==> src/rtl/mem_interface.sv <==
// mem_interface: single-transaction memory bus sequencer between Control and word-addressed memory.
// Optional MEM_IF_TIMEOUT_EN aborts bus accesses left unacknowledged for TIMEOUT cycles.
module mem_interface #(
  parameter int ADDR_W  = 32,
  parameter int DATA_W  = 32,
  parameter int TIMEOUT = 15
) (
  input  logic              iClk,
  input  logic              nRst,
  input  logic [ADDR_W-1:0] iAddr,
  input  logic              iRead,
  input  logic              iWrite,
  input  logic [DATA_W-1:0] iWData,
  output logic [DATA_W-1:0] oRData,
  output logic              oRdy,
  output logic              oErr,
  output logic [ADDR_W-1:0] oBusAddr,
  output logic [DATA_W-1:0] oBusWData,
  output logic              oBusRE,
  output logic              oBusWE,
  input  logic              iBusAck,
  input  logic [DATA_W-1:0] iBusRData
);
  typedef enum logic [1:0] {IDLE, REQ, DONE} state_t;
  state_t state, next;
  logic op_rd, op_wr, acc, tmo, to_flag;
  assign acc = state == IDLE && (iRead ^ iWrite);
`ifdef MEM_IF_TIMEOUT_EN
  logic [7:0] cnt;
  assign tmo = state == REQ && !iBusAck && cnt == 8'(TIMEOUT - 1);
  always_ff @(posedge iClk)
    if (!nRst) begin
      cnt     <= '0;
      to_flag <= 1'b0;
    end else begin
      if (acc) cnt <= '0;
      else if (state == REQ && !iBusAck && cnt != 8'(TIMEOUT)) cnt <= cnt + 8'd1;
      to_flag <= tmo;
    end
`else
  assign tmo     = 1'b0;
  assign to_flag = 1'b0;
`endif
  always_ff @(posedge iClk)
    if (!nRst) begin
      state     <= IDLE;
      op_rd     <= 1'b0;
      op_wr     <= 1'b0;
      oRData    <= '0;
      oBusAddr  <= '0;
      oBusWData <= '0;
    end else begin
      state <= next;
      if (acc) begin
        oBusAddr <= iAddr;
        op_rd    <= iRead;
        op_wr    <= iWrite;
        if (iWrite) oBusWData <= iWData;
      end
      if (state == REQ && op_rd && iBusAck) oRData <= iBusRData;
      else if (tmo && op_rd) oRData <= '1;
    end
  always_comb
    next = state == IDLE ? (acc ? REQ : IDLE) :
           state == REQ  ? ((iBusAck || tmo) ? DONE : REQ) : IDLE;
  always_comb begin
    oBusRE = state == REQ && op_rd;
    oBusWE = state == REQ && op_wr;
    oRdy   = state == DONE || (state == IDLE && !iRead && !iWrite);
    oErr   = state == IDLE ? (iRead && iWrite) : (state == DONE && to_flag);
  end
endmodule

==> config.mk <==
export PLATFORM = sky130hd
export DESIGN_NAME = mem_interface
export DESIGN_NICKNAME = d
export VERILOG_FILES = /design/src/rtl/mem_interface.sv
export SDC_FILE = /design/constraint.sdc
export NUM_CORES = 1
export LEC_CHECK = 0
export CAP_MARGIN = 10
export CORE_AREA = 8 8 111 113
export DETAILED_ROUTE_END_ITERATION = 7
export DIE_AREA = 0 0 119 121
export GPL_TIMING_DRIVEN = 0
export PLACE_DENSITY = 0.78
export SYNTH_ARGS = -nofsm -noshare
export SYNTH_HDL_FRONTEND = slang
export SYNTH_SLANG_ARGS = --single-unit
export TNS_END_PERCENT = 5
==> constraint.sdc <==
create_clock -name iClk -period 2.3 [get_ports iClk]
set_clock_uncertainty 0.1 [all_clocks]
set_input_delay 0.575 -clock iClk [delete_from_list [all_inputs] [get_ports iClk]]
set_output_delay 0.575 -clock iClk [all_outputs]
set_load 0.03 [all_outputs]
== Word-level counts from Yosys, hierarchy flattened ==
Cells that the tools add are included.
Cells by class
  eq/ne operators: 2
  multiplexer cells: 5
  bitwise operators: 1
  reductions and logical operators: 12
Operator list (count)
  $logic_and 1x1->1: 7
  $mux 2: 3
  $eq 2x1->1 const B: 1
  $eq 2x2->1 const B: 1
  $logic_not 1->1: 2
  $logic_not 2->1: 1
  $mux 1: 2
  $reduce_and 2->1: 1
  $logic_or 1x1->1: 1
  $xor 1x1->1: 1
Storage, ports and cells
  flip-flop bits (word level): 100
  input bits: 101
  output and inout port bits: 100

== Depth between registers and ports, before layout ==
  word-level depth: 4
  mapped depth: 5
  depth with buffers taken out: 3

== Least setup slack after synthesis ==
Ideal clock, no wire load.
  path type: input port to output port
  start point: input port iRead
  end point: output port oErr
  arrival: 1.427 ns
  setup slack: 0.198 ns
  cell stages on the path: 2
  buffers on the path: 0
  path through: ha_1 nor3b_1
On the way
  word-level cells in the longest chain between the ends: 2
RTL lines
  from (decl): line 11  | input logic iRead,
  $logic_and 1x1->1: line 70  | oErr = state == IDLE ? (iRead && iWrite) : (state == DONE && to_flag);
  $mux 1: line 70
  to (decl): line 16  | output logic oErr,
No other way between the ends.

== Worst setup path in the final report ==
  start point: register oRData[25]
  end point: output port oRData[25]
RTL lines
  from (decl): line 14  | output logic [DATA_W-1:0] oRData,
  from (signal assigned): line 60  | if (state == REQ && op_rd && iBusAck) oRData <= iBusRData;
No word-level cell between the ends.

==> metrics <==
leak pwr 2.51 nW; # IOs about 200; first-pass GRT wire length 20100 µm; Period Utilization, post-route 0.908; slew margin rel. 0.652; drt drc 0; Clk Latency, worst-skew pair 340 ps; largest net degree at the start of global routing 17; mapped cell area 4090 µm²; initial antenna violation count 0; Detailed Route Iter0 Violations 155; vias in the first global route 4005; Vias/cell 4.62; Post-DRT Antenna Nets 0; total power 4.01 mW; CP Class register to output pin; worst vdd ir between 0.4 and 0.5 mV; Tightest Pin Transition 522 ps; Final WS setup 212 ps; Worst path top cell family by delay buffers and inverters; # nets final 754; Ant. Diodes 0; Max Freq 479 MHz; drt pass-1 iters 6; RSZ-0062 raised after global routing no; Routed WL 12500 µm; Hold WC Path Type register to register; Final Hold Viols 0; Pins Over Slew Limit 0; ys async rst share 0; P&R area growth vs syn 58.0%; Placement Setup Slack -551 ps; Synth cell types 20; CTS Hold Bufs 0; R2R Path Start state[0]; status finished, final reports clean; Critical Path Fanout Max 2; critical path's largest stage delay 690 ps; Synth Instances 442; detailed-route wire length per cell 15.7 µm; power per cell area 621 nW/µm²; syn nets 544; FP Rows 38; clock sink count 100; Hold Slack 361 ps; MaxCap Viol Count 0; Worst Path Arrival 1410 ps; core area 10600 µm²; DIE WIDTH 119 µm; Layout Utilization 0.609; HPWL after DPL 9810 µm; number of enable flip-flop cells after synthesis 0; crit path cell chain clkdlybuf4s50_1; Final Wtd Congestion 0.756; CTS tree built; Via Count 3679; Post-Syn Area per Cell about 9.3 µm²; post-CTS setup buffer count 0; post-layout instance area 6460 µm²; Buf/Inv on CP 1; PortBufs 199; Seq/Total Area, Yosys 0.489; layout cells sized above 1 0.0715; Die Y 121 µm; hold path startpoint oBusAddr[2]; CP startpoint kind register; Root Buffer clkbuf_8; top_reg_cell synth dfxtp_1; Yosys reg bits 100; Max Buffers Root-to-Sink 2; gr usage total 0.171; min cycle time layout 2090 ps; Reg clk slew, reported paths ~100 ps; CTS buffer count 9; die area around 14000 µm²; GRT overflow 0; Initial Util 0.386; Critical Path RT 1620 ps; crit end category output pin; placed cells 781; yosys warns 0; placed cell areas 6260 µm²; Total Neg Setup Slack 0 ps; Resized cells post-CTS 9; final setup fails 0; Crit. Startpoint oRData[25]; H-tree depth 3; slowest CP cell clkdlybuf4s50_1; final non-filler cell total 797
==> routing by layer <==
layer	track usage	share of wire	vias to the layer above
met1	0.181	0.40	1695
met3	0.0661	0.079	18
met4	0.0569	0.023	0
met5	0	0	-
met2	0.306	0.49	123
li1	-	-	1843
==> final cells by class <==
| class | count | area, µm² |
|---|---|---|
| buffer | 34 | 259 |
| clock buffer | 12 | 155 |
| clock inverter | 4 | 56.3 |
| fill | 937 | 4140 |
| multi-input combinational | 308 | 1830 |
| sequential | 100 | 2000 |
| tap | 140 | 175 |
| timing repair buffer | 199 | 1980 |
==> power breakdown <==
part	internal (mW)	switching [mW]
clock	0.572	0.613
sequential	1.83	0.0570
combinational	0.470	0.470
total	2.87	1.14
==> state kept, by name, indices dropped and copies added, names as in the netlist <==
name and flops:
oBusAddr 32, oBusWData 32, oRData 32, state 2
op_rd 1, op_wr 1
==> synthesized netlist by cell type (all sizes together) (2+ instances only) <==
| cell type | count | area share |
|---|---|---|
| nand2b | 3 | 0.0046 |
| clkbuf | 9 | 0.0083 |
| mux2i | 97 | 0.24 |
| dfxtp | 100 | 0.49 |
| and2 | 2 | 0.0031 |
| buf | 25 | 0.055 |
| nand2 | 195 | 0.18 |
| nor3b | 2 | 0.0037 |
==> cells by family after synthesis <==
kind of cell	Yosys count	synth area share
AND/OR/NAND/NOR	207	0.201
flip-flops	100	0.489
multiplexers	97	0.237
buffers and inverters	34	0.0633
AO/OA/AOI/OAI	3	0.00581
adder cells (fa/ha/maj)	1	0.00306
==> cell usage in the layout (no fill, tap or decap), drive strengths merged, types with 2 or more instances in the layout <==
master / n
nand2: 195
clkdlybuf4s50: 193
dfxtp: 100
mux2i: 97
buf: 27
clkbuf: 23
nand2b: 3
and2: 2
clkinv: 2
dlymetal6s2s: 2
nor3b: 2
==> path summary, 6_finish.rpt <==
check	endpoint	slack, ps	cells past startpoint
max	oRData[25]	210	1
min	oBusAddr[2]	360	2
min reg2reg	oBusAddr[2]	360	2
max reg2reg	oRData[27]	840	4
(Power assumes the default switching activity.)
